[src/rtl/can_pkg.sv]
// rtl/can_pkg.sv - shared types and default lengths for the CAN transmit bit engine
package can_pkg;

  localparam int              DEF_STUFF_LEN     = 5;
  localparam int              DEF_CRC_WIDTH     = 15;
  localparam int              DEF_ERR_FLAG_LEN  = 6;
  localparam int              DEF_ERR_DELIM_LEN = 8;
  localparam logic [14:0]     CAN_CRC_POLY      = 15'h4599;

  typedef enum logic [2:0] {
    ST_IDLE,
    ST_DATA,
    ST_STUFF,
    ST_CRC,
    ST_ERR_FLAG,
    ST_ERR_DELIM
  } tx_state_t;

endpackage

[src/rtl/can_crc15.sv]
// rtl/can_crc15.sv - serial MSB-first CAN CRC LFSR; clr and en may coincide (SOF clears then absorbs)
module can_crc15
  import can_pkg::*;
#(
  parameter int               WIDTH = DEF_CRC_WIDTH,
  parameter logic [WIDTH-1:0] POLY  = CAN_CRC_POLY
) (
  input  logic             clock,
  input  logic             reset,
  input  logic             clr,
  input  logic             en,
  input  logic             d,
  output logic [WIDTH-1:0] crc
);

  logic [WIDTH-1:0] crc_q, crc_d, base;
  logic             fb;

  always_comb begin
    base  = clr ? '0 : crc_q;
    fb    = d ^ base[WIDTH-1];
    crc_d = base;
    if (en) begin
      crc_d = {base[WIDTH-2:0], 1'b0} ^ (fb ? POLY : '0);
    end
  end

  always_ff @(posedge clock or negedge reset) begin
    if (!reset) begin
      crc_q <= '0;
    end else begin
      crc_q <= crc_d;
    end
  end

  assign crc = crc_q;

endmodule

[src/rtl/can_tx_bit_stuffer.sv]
// rtl/can_tx_bit_stuffer.sv - CAN TX bit engine: stuffing, CRC append, readback checks
// Error flag/delimiter generation is built only when CAN_ERR_FRAME_EN is defined.
module can_tx_bit_stuffer
  import can_pkg::*;
#(
  parameter int                   STUFF_LEN = DEF_STUFF_LEN,
  parameter int                   CRC_WIDTH = DEF_CRC_WIDTH,
  parameter logic [CRC_WIDTH-1:0] CRC_POLY  = CAN_CRC_POLY
`ifdef CAN_ERR_FRAME_EN
  ,
  parameter int                   ERR_FLAG_LEN  = DEF_ERR_FLAG_LEN,
  parameter int                   ERR_DELIM_LEN = DEF_ERR_DELIM_LEN
`endif
) (
  input  logic clock,
  input  logic reset,
  input  logic SP,
  input  logic RX,
  input  logic in_valid,
  input  logic in_bit,
  input  logic in_stuff,
  input  logic in_arb,
  input  logic in_crc,
  output logic in_ready,
  output logic TX,
  output logic STF_INS,
  output logic ARB_LOST,
  output logic BIT_ERR,
  output logic busy
);

  localparam int CW = $clog2(STUFF_LEN + 1);
  localparam int IW = $clog2(CRC_WIDTH);

  tx_state_t      state_q, state_d;
  logic           tx_q, tx_d;
  logic [CW-1:0]  cnt_q, cnt_d;
  logic           crc_pend_q, crc_pend_d;
  logic [IW-1:0]  crc_idx_q, crc_idx_d;
  logic [1:0]     post_crc_q, post_crc_d;
  logic           cur_stuff_q, cur_stuff_d;
  logic           cur_arb_q, cur_arb_d;
  logic           cur_ack_q, cur_ack_d;
  logic           arb_lost_q, arb_lost_d;
  logic           bit_err_q, bit_err_d;
`ifdef CAN_ERR_FRAME_EN
  localparam int EW = $clog2(((ERR_FLAG_LEN > ERR_DELIM_LEN) ? ERR_FLAG_LEN : ERR_DELIM_LEN) + 1);
  logic [EW-1:0]  err_cnt_q, err_cnt_d;
`endif

  logic                 crc_clr, crc_en;
  logic [CRC_WIDTH-1:0] crc;
  logic                 on_bus, lost, mism, ctx_clr;

  can_crc15 #(.WIDTH(CRC_WIDTH), .POLY(CRC_POLY)) u_crc (
    .clock (clock),
    .reset (reset),
    .clr   (crc_clr),
    .en    (crc_en),
    .d     (in_bit),
    .crc   (crc)
  );

  // Run length of identical bits; a zero count means the previous bit was outside the stuffed region.
  function automatic logic [CW-1:0] bump(input logic b, input logic prev, input logic [CW-1:0] c);
    return (c != '0 && b == prev) ? c + CW'(1) : CW'(1);
  endfunction

  always_comb begin
    state_d     = state_q;
    tx_d        = tx_q;
    cnt_d       = cnt_q;
    crc_pend_d  = crc_pend_q;
    crc_idx_d   = crc_idx_q;
    post_crc_d  = post_crc_q;
    cur_stuff_d = cur_stuff_q;
    cur_arb_d   = cur_arb_q;
    cur_ack_d   = cur_ack_q;
    arb_lost_d  = 1'b0;
    bit_err_d   = 1'b0;
    in_ready    = 1'b0;
    crc_clr     = 1'b0;
    crc_en      = 1'b0;
    ctx_clr     = 1'b0;
`ifdef CAN_ERR_FRAME_EN
    err_cnt_d   = err_cnt_q;
`endif

    on_bus = (state_q == ST_DATA) || (state_q == ST_STUFF) || (state_q == ST_CRC);
    lost   = on_bus && cur_arb_q && tx_q && !RX;
    mism   = on_bus && (tx_q != RX) && !(cur_ack_q && tx_q && !RX);

    if (SP && reset) begin
      case (state_q)
`ifdef CAN_ERR_FRAME_EN
        ST_ERR_FLAG: begin
          if (err_cnt_q == EW'(ERR_FLAG_LEN)) begin
            state_d   = ST_ERR_DELIM;
            tx_d      = 1'b1;
            err_cnt_d = EW'(1);
          end else begin
            err_cnt_d = err_cnt_q + EW'(1);
          end
        end
        ST_ERR_DELIM: begin
          if (err_cnt_q == EW'(ERR_DELIM_LEN)) begin
            state_d   = ST_IDLE;
            err_cnt_d = '0;
          end else begin
            err_cnt_d = err_cnt_q + EW'(1);
          end
        end
`endif
        default: begin
          if (lost) begin
            arb_lost_d = 1'b1;
            state_d    = ST_IDLE;
            tx_d       = 1'b1;
            ctx_clr    = 1'b1;
          end else if (mism) begin
            bit_err_d = 1'b1;
            ctx_clr   = 1'b1;
`ifdef CAN_ERR_FRAME_EN
            state_d   = ST_ERR_FLAG;
            tx_d      = 1'b0;
            err_cnt_d = EW'(1);
`else
            state_d   = ST_IDLE;
            tx_d      = 1'b1;
`endif
          end else if (on_bus && cur_stuff_q && cnt_q == CW'(STUFF_LEN)) begin
            state_d   = ST_STUFF;
            tx_d      = ~tx_q;
            cnt_d     = CW'(1);
            cur_arb_d = 1'b0;
            cur_ack_d = 1'b0;
          end else if (crc_pend_q) begin
            state_d     = ST_CRC;
            tx_d        = crc[crc_idx_q];
            cnt_d       = bump(crc[crc_idx_q], tx_q, cnt_q);
            cur_stuff_d = 1'b1;
            cur_arb_d   = 1'b0;
            cur_ack_d   = 1'b0;
            if (crc_idx_q == '0) begin
              crc_pend_d = 1'b0;
              post_crc_d = 2'd1;
            end else begin
              crc_idx_d = crc_idx_q - IW'(1);
            end
          end else if (in_valid) begin
            in_ready    = 1'b1;
            state_d     = ST_DATA;
            tx_d        = in_bit;
            cur_stuff_d = in_stuff;
            cur_arb_d   = in_arb;
            cur_ack_d   = (post_crc_q == 2'd2) && !in_stuff && !in_arb && !in_crc;
            post_crc_d  = (post_crc_q == 2'd1) ? 2'd2 : 2'd0;
            crc_clr     = (state_q == ST_IDLE);
            crc_en      = in_stuff;
            cnt_d       = in_stuff ? bump(in_bit, tx_q, cnt_q) : '0;
            if (in_crc) begin
              crc_pend_d = 1'b1;
              crc_idx_d  = IW'(CRC_WIDTH - 1);
            end
          end else begin
            state_d = ST_IDLE;
            tx_d    = 1'b1;
            ctx_clr = 1'b1;
          end
        end
      endcase
    end

    if (ctx_clr) begin
      cnt_d       = '0;
      crc_pend_d  = 1'b0;
      crc_idx_d   = '0;
      post_crc_d  = 2'd0;
      cur_stuff_d = 1'b0;
      cur_arb_d   = 1'b0;
      cur_ack_d   = 1'b0;
    end
  end

  always_ff @(posedge clock or negedge reset) begin
    if (!reset) begin
      state_q     <= ST_IDLE;
      tx_q        <= 1'b1;
      cnt_q       <= '0;
      crc_pend_q  <= 1'b0;
      crc_idx_q   <= '0;
      post_crc_q  <= 2'd0;
      cur_stuff_q <= 1'b0;
      cur_arb_q   <= 1'b0;
      cur_ack_q   <= 1'b0;
      arb_lost_q  <= 1'b0;
      bit_err_q   <= 1'b0;
`ifdef CAN_ERR_FRAME_EN
      err_cnt_q   <= '0;
`endif
    end else begin
      state_q     <= state_d;
      tx_q        <= tx_d;
      cnt_q       <= cnt_d;
      crc_pend_q  <= crc_pend_d;
      crc_idx_q   <= crc_idx_d;
      post_crc_q  <= post_crc_d;
      cur_stuff_q <= cur_stuff_d;
      cur_arb_q   <= cur_arb_d;
      cur_ack_q   <= cur_ack_d;
      arb_lost_q  <= arb_lost_d;
      bit_err_q   <= bit_err_d;
`ifdef CAN_ERR_FRAME_EN
      err_cnt_q   <= err_cnt_d;
`endif
    end
  end

  assign TX       = tx_q;
  assign STF_INS  = (state_q == ST_STUFF);
  assign ARB_LOST = arb_lost_q;
  assign BIT_ERR  = bit_err_q;
  assign busy     = (state_q != ST_IDLE);

endmodule

[config.mk]
export PLATFORM = sky130hd
export DESIGN_NAME = can_tx_bit_stuffer
export DESIGN_NICKNAME = d
export VERILOG_FILES = /design/src/rtl/can_pkg.sv /design/src/rtl/can_crc15.sv /design/src/rtl/can_tx_bit_stuffer.sv
export SDC_FILE = /design/constraint.sdc
export NUM_CORES = 1
export LEC_CHECK = 0
export CELL_PAD_IN_SITES_DETAIL_PLACEMENT = 2
export CELL_PAD_IN_SITES_GLOBAL_PLACEMENT = 2
export CORE_MARGIN = 3
export CORE_UTILIZATION = 33
export DETAILED_ROUTE_END_ITERATION = 10
export PLACE_DENSITY_LB_ADDON = 0.3
export SLEW_MARGIN = 20
export SYNTH_ARGS = -nofsm -noshare
export SYNTH_HDL_FRONTEND = slang
export SYNTH_SLANG_ARGS = --single-unit
[constraint.sdc]
create_clock -name clock -period 1.98 [get_ports clock]
set_input_delay 0.198 -clock clock [delete_from_list [all_inputs] [get_ports clock]]
set_output_delay 0.198 -clock clock [all_outputs]
set_load 0.05 [all_outputs]
## After elaboration in Yosys (flattened, before gate mapping)

Cells that the tools add are included.

- Memories kept: 0
- Bits of input ports: 9
- Bits in writable memories: 0
- Memory bits (read-only): 0
- Bits in registers: 34
- Bits in latches: 0
- Output and inout bits: 6

- Bitwise gates (word level): 3
- Order comparisons: 1
- Divide/modulo/power cells: 0
- Multiplexer cells: 102
- Reductions and logical operators: 35
- Shifts and indexed selects: 0
- Eq/ne operators: 14
- $add $sub $neg: 2
- Multipliers: 0

Operator list:

| operator | count |
|---|---|
| 1-bit two-way mux | 66 |
| 15-bit two-way mux | 3 |
| 4-bit two-way mux | 9 |
| 3-bit two-way mux | 10 |
| 2-bit two-way mux | 13 |
| 1-bit logical AND | 15 |
| 15-bit XOR | 1 |
| 3-bit nonzero test | 4 |
| 4-bit AND reduction | 2 |
| 7-bit AND reduction | 1 |
| 3-bit by 2-bit equality test with 1-bit output (second input constant) | 2 |
| 6-bit AND reduction | 1 |
| 1-bit logical NOT | 5 |
| 4-bit by 5-bit < comparator with 1-bit output (second input constant) | 1 |
| 5-bit AND reduction | 1 |
| 1-bit binary-select mux with 4-bit select | 1 |
| 4-bit logical NOT | 1 |
| 2-bit by 1-bit inequality test with 1-bit output (second input constant) | 2 |
| 4-bit nonzero test | 1 |
| 4-bit by 1-bit subtractor with 4-bit output (second input constant) | 1 |
| 3-bit by 1-bit adder with 3-bit output (second input constant) | 1 |
| 3-bit by 1-bit equality test with 1-bit output (second input constant) | 1 |
| 3-bit equality test (second input constant) | 1 |
| 3-bit logical NOT | 1 |
| 11 further kinds | 13 |

## Longest topological paths before layout

- Depth in word-level cells: 14
- Depth in mapped cells: 9
- Mapped depth without buffers: 8

## By module

A second synthesis with hierarchy kept.

- Cell total of the unflattened synthesis: 216
- Area, all modules: 2009.4 um^2

By module, submodules not included:

| module | area each (um^2) | sequential area each (um^2) | instances | cells an instance |
|---|---|---|---|---|
| can_tx_bit_stuffer | 1292.5 | 451.7 | 1 | 147 |
| can_crc15 | 716.9 | 375.4 | 1 | 69 |

## Worst setup path after synthesis

Ideal clock, no wire load.

- Kind: register -> register
- Start: register tx_q, in the netlist TX
- End: register cur_arb_q
- Setup slack: -408 ps
- Required time: 1910 ps
- Cell stages (with the launch flop): 8
- Library setup time: 70 ps
- Arrival: 2318 ps
- Period minus slack after synthesis: 2388 ps
- Path through: dfstp_2 > nor2b_1 > a21oi_1 > or2_2 > buf_6 > nand2_1 > nor2_1 > a22o_1

- Cells in the longest elaborated chain, start to end: 9
- Elaborated cells on any way between the ends: 17
- Classes of those cells: 3 x eq/ne; 4 x mux; 10 x reduce/logical

RTL lines:

| element | line | text |
|---|---|---|
| start, declared | can_tx_bit_stuffer.sv:36 | `logic tx_q, tx_d;` |
| start signal, assigned | can_tx_bit_stuffer.sv:203 | `tx_q <= tx_d;` |
| 1-bit logical AND (2 in series) | can_tx_bit_stuffer.sv:91 | `mism = on_bus && (tx_q != RX) && !(cur_ack_q && tx_q && !RX);` |
| 1-bit logical NOT | can_tx_bit_stuffer.sv:91 |  |
| 1-bit logical AND | can_tx_bit_stuffer.sv:91 |  |
| 1-bit two-way mux | can_tx_bit_stuffer.sv:120 | `end else if (mism) begin` |
| 1-bit two-way mux | can_tx_bit_stuffer.sv:115 | `if (lost) begin` |
| 1-bit two-way mux | can_tx_bit_stuffer.sv:93 | `if (SP && reset) begin` |
| 2-bit by 1-bit inequality test with 1-bit output (no line) (tied with other cells) | -- |  |
| 4-bit AND reduction (no line) | -- |  |
| end signal, assigned | can_tx_bit_stuffer.sv:209 | `cur_arb_q <= cur_arb_d;` |
| end, declared | can_tx_bit_stuffer.sv:42 | `logic cur_arb_q, cur_arb_d;` |

Several ways; a longest one is shown, not always the timed one.
A chain may end at the register's enable or synchronous reset.

## Worst setup path in the final report

- Start: register crc_idx_q[1]
- End: register cnt_q[1]

- Cells in the longest elaborated chain, start to end: 11

RTL lines:

| element | line | text |
|---|---|---|
| start, declared | can_tx_bit_stuffer.sv:39 | `logic [IW-1:0] crc_idx_q, crc_idx_d;` |
| start signal, assigned | can_tx_bit_stuffer.sv:206 | `crc_idx_q <= crc_idx_d;` |
| 1-bit binary-select mux with 4-bit select | can_tx_bit_stuffer.sv:140 | `cnt_d = bump(crc[crc_idx_q], tx_q, cnt_q);` |
| 1-bit two-way mux (implied by the code) | can_tx_bit_stuffer.sv:140 |  |
| 1-bit equality test | can_tx_bit_stuffer.sv:66 | `return (c != '0 && b == prev) ? c + CW'(1) : CW'(1);` |
| 1-bit logical AND | can_tx_bit_stuffer.sv:66 |  |
| 3-bit two-way mux | can_tx_bit_stuffer.sv:66 |  |
| 3-bit two-way mux | can_tx_bit_stuffer.sv:137 | `end else if (crc_pend_q) begin` |
| 3-bit two-way mux | can_tx_bit_stuffer.sv:131 | `end else if (on_bus && cur_stuff_q && cnt_q == CW'(STUFF_LEN)) begin` |
| 3-bit two-way mux | can_tx_bit_stuffer.sv:120 |  |
| 3-bit two-way mux | can_tx_bit_stuffer.sv:115 |  |
| 3-bit two-way mux | can_tx_bit_stuffer.sv:93 |  |
| 3-bit two-way mux | can_tx_bit_stuffer.sv:174 | `if (ctx_clr) begin` |
| end signal, assigned | can_tx_bit_stuffer.sv:204 | `cnt_q <= cnt_d;` |
| end, declared | can_tx_bit_stuffer.sv:37 | `logic [CW-1:0] cnt_q, cnt_d;` |

Every way passes these cells. The select of a mux whose other input is x is not followed.

==> metrics <==
Synth async-reset ratio=1.00; total CTS buffers=5; placed cell count=331; DRT iter0 DRCs=68; fin area=0.00285 sq mm; Antenna Violating Nets Remaining=0; worst vdd ir=631 uV; Clk Latency, worst-skew pair=0.30 ns; iteration count of the initial detailed-routing pass=4; Final HPWL DP=5.29 mm; ANT cells=0; slowest stage delay, CP=0.53 ns; critical-path cell list=mux4_2 > a22o_1 > a311o_1 > xor2_2 > nor4_2 > a221o_1; area leader, netlist=dfrtp_1; Post-synth EDFFs=0; fmax=0.453 GHz; max_cap viols=0; skew final=slightly below 0.009 ns; CTS tree=built; P_leak=1.34 nW; post-synthesis sequential area ratio=0.420; CP required=2.15 ns; first-pass GRT wire length=11.7 mm; top cell type's share of synthesized area=0.406; Vias=between 1500 and 2000; #FFs+latches synth=33; crit path max-delay cell type=mux4_2; routed wire length=8.58 mm; placed cell area=0.00253 sq mm; Core Util, Final=0.505; CORE AREA=0.00564 sq mm; cells after synthesis=206; Crit path arrival time=between 2 and 2.5 ns; min-delay worst type=in -> async; Main synth FF type=dfrtp_1; worst slew pin tran=0.667 ns; gpl congestion=slightly below 0.8; layout net count=294; global route overflow=0; area growth from synthesis to layout=44.6%; worst reg2reg path depth=6; final setup violation count=14; Port Buffers=14; Die H=83.3 um; number of global-route vias before repair=2112; max-slew violations=0; Worst slew margin=0.544; r2r setup slk=-0.23 ns; Syn Nets=between 200 and 250; failing checks=negative setup slack; Crit. End Element=flip-flop; CP Launch Point=crc_idx_q[1]$_DFFE_PN0P_; YS warnings=0; Vias per Instance=between 5 and 6; I/O Pins=15; Non-Filler Instances=354; Post-synth top cells=dfrtp_1, nor2_1, nand2_1; Power Total=~4 mW; initial antenna violation count=0; P per Cell Area=1410 mW/mm^2; most frequent cell after synthesis=dfrtp_1; Syn Std Cell Area=0.00197 sq mm; DR DRC count=0; Hold Fails Final Rpt=0; gr usage total=0.215; Clock transition at path regs=0.08 ns; die area=a little under 0.007 sq mm; largest net degree at the start of global routing=35; CP Max Fanout=5; site row count=27; distinct cell type count after synthesis=47; Setup WS post-layout=-0.230 ns; die width=83.3 um; R2R Path End=cnt_q[1]$_DFFE_PN0P_; clock tree buffer depth=2; Root Buffer=clkbuf_8; routed length per instance=24.2 um; start of the worst register-to-register path=crc_idx_q[1]$_DFFE_PN0P_; CP Launch Type=flip-flop; post-route clock period utilization=1.12; status=complete, but fails checks; top cells by area, synth=dfrtp_1, mux2i_1, xnor2_1, nor2_1, nand2_1; RSZ-0062 raised after global routing=true; CTS Sinks=33; Avg Inst Size Synth=9.57 sq um; min Tclk post-route=roughly 2.2 ns; CTS H-tree depth=2; layout cell share with drive strength beyond 1=0.358; Initial Util=0.349; kind of critical path=reg -> reg
==> sequential cells by signal (all words and copies together) (netlist names) <==
signal       flops
cur_ack_q        1
post_crc_q       2
u_crc.crc       15
ARB_LOST         1
BIT_ERR          1
crc_pend_q       1
cur_arb_q        1
state_q          2
TX               1
cnt_q            3
cur_stuff_q      1
crc_idx_q        4
==> power breakdown <==
group | internal (mW) | total, mW | switching (mW)
Combinational | 1.09 | 2.34 | 1.25
Clock | 0.244 | 0.525 | 0.280
Sequential | 0.902 | 1.14 | 0.236
Total | 2.24 | 4.01 | 1.77
==> metal layers <==
layer / part of all wire / global-route usage
met2: 0.52 / 0.384
met1: 0.43 / 0.266
met5: 0 / 0
met3: 0.027 / 0.0367
met4: 0.027 / 0.0565
==> worst max-delay path by stage <==
stage / to
3_3_place_gp: cnt_q[2]$_DFFE_PN0P_
3_5_place_dp: crc_idx_q[1]$_DFFE_PN0P_
5_1_grt: cnt_q[0]$_DFFE_PN0P_
2_1_floorplan: cnt_q[2]$_DFFE_PN0P_
6_report: cnt_q[1]$_DFFE_PN0P_
4_1_cts: cnt_q[2]$_DFFE_PN0P_
==> cell families (layout without fill, tap and decap cells) <==
family	after synthesis	count (layout)	synth area share
compound gates	51	51	0.175
fa+ha+maj	4	4	0.0254
flops	33	33	0.420
xor+xnor	14	14	0.0622
simple gates	73	73	0.178
mux	14	14	0.0921
buf+inv	17	93	0.0470
==> critical path, delay by kind of cell (launching register included) <==
| kind | cells | cell delay (ns) |
|---|---|---|
| AO/OA/AOI/OAI | 3 | 0.84 |
| multiplexers | 1 | 0.53 |
| flip-flops | 1 | 0.44 |
| XOR/XNOR | 1 | 0.21 |
| AND/OR/NAND/NOR | 1 | 0.07 |
==> placed cells by master (no fill, tap or decap), drive strengths merged, types with 2 or more instances in the layout <==
| cell type | n |
|---|---|
| nor2b | 6 |
| nand2 | 20 |
| nor2 | 27 |
| or2 | 2 |
| o22ai | 4 |
| o21ai | 16 |
| buf | 66 |
| nor3 | 4 |
| mux2i | 11 |
| dfrtp | 32 |
| inv | 8 |
| a22o | 4 |
| a21oi | 10 |
| mux4 | 3 |
| a32o | 3 |
| and3 | 2 |
| clkinv | 2 |
| nand2b | 2 |
| xor2 | 2 |
| ha | 4 |
| nor3b | 3 |
| clkdlybuf4s50 | 9 |
| clkbuf | 6 |
| and2 | 2 |
| xnor2 | 12 |
==> what timing repair did <==
action                                  in CTS  in global routing
pin swaps                                    0                  9
resized for setup                            7                 25
buffers inserted                             0                 15
hold buffers                                 1                  0
endpoints found under the setup margin      16                 23
hold endpoints to repair                    32                  0
==> layout make-up <==
| class | count | area [sq um] |
|---|---|---|
| Sequential cell | 33 | 832 |
| Inverter | 8 | 30.0 |
| Clock inverter | 2 | 10.0 |
| Multi-Input combinational cell | 156 | 1170 |
| Clock buffer | 6 | 72.6 |
| Timing Repair Buffer | 77 | 646 |
| Tap cell | 72 | 90.1 |
| Fill cell | 585 | 2790 |
==> stage by stage <==
stage | TNS (ns) | hold WS, ns | worst slack (ns)
2_1_floorplan | -0.326 | -0.0976 | -0.111
3_3_place_gp | -1.39 | 0.282 | -0.236
3_5_place_dp | -4.54 | 0.290 | -0.286
4_1_cts | -0.829 | 0.512 | -0.227
5_1_grt | -2.50 | 0.539 | -0.321
6_report | -1.18 | 0.479 | -0.230
No activity file was read; power rests on OpenSTA's default activity.
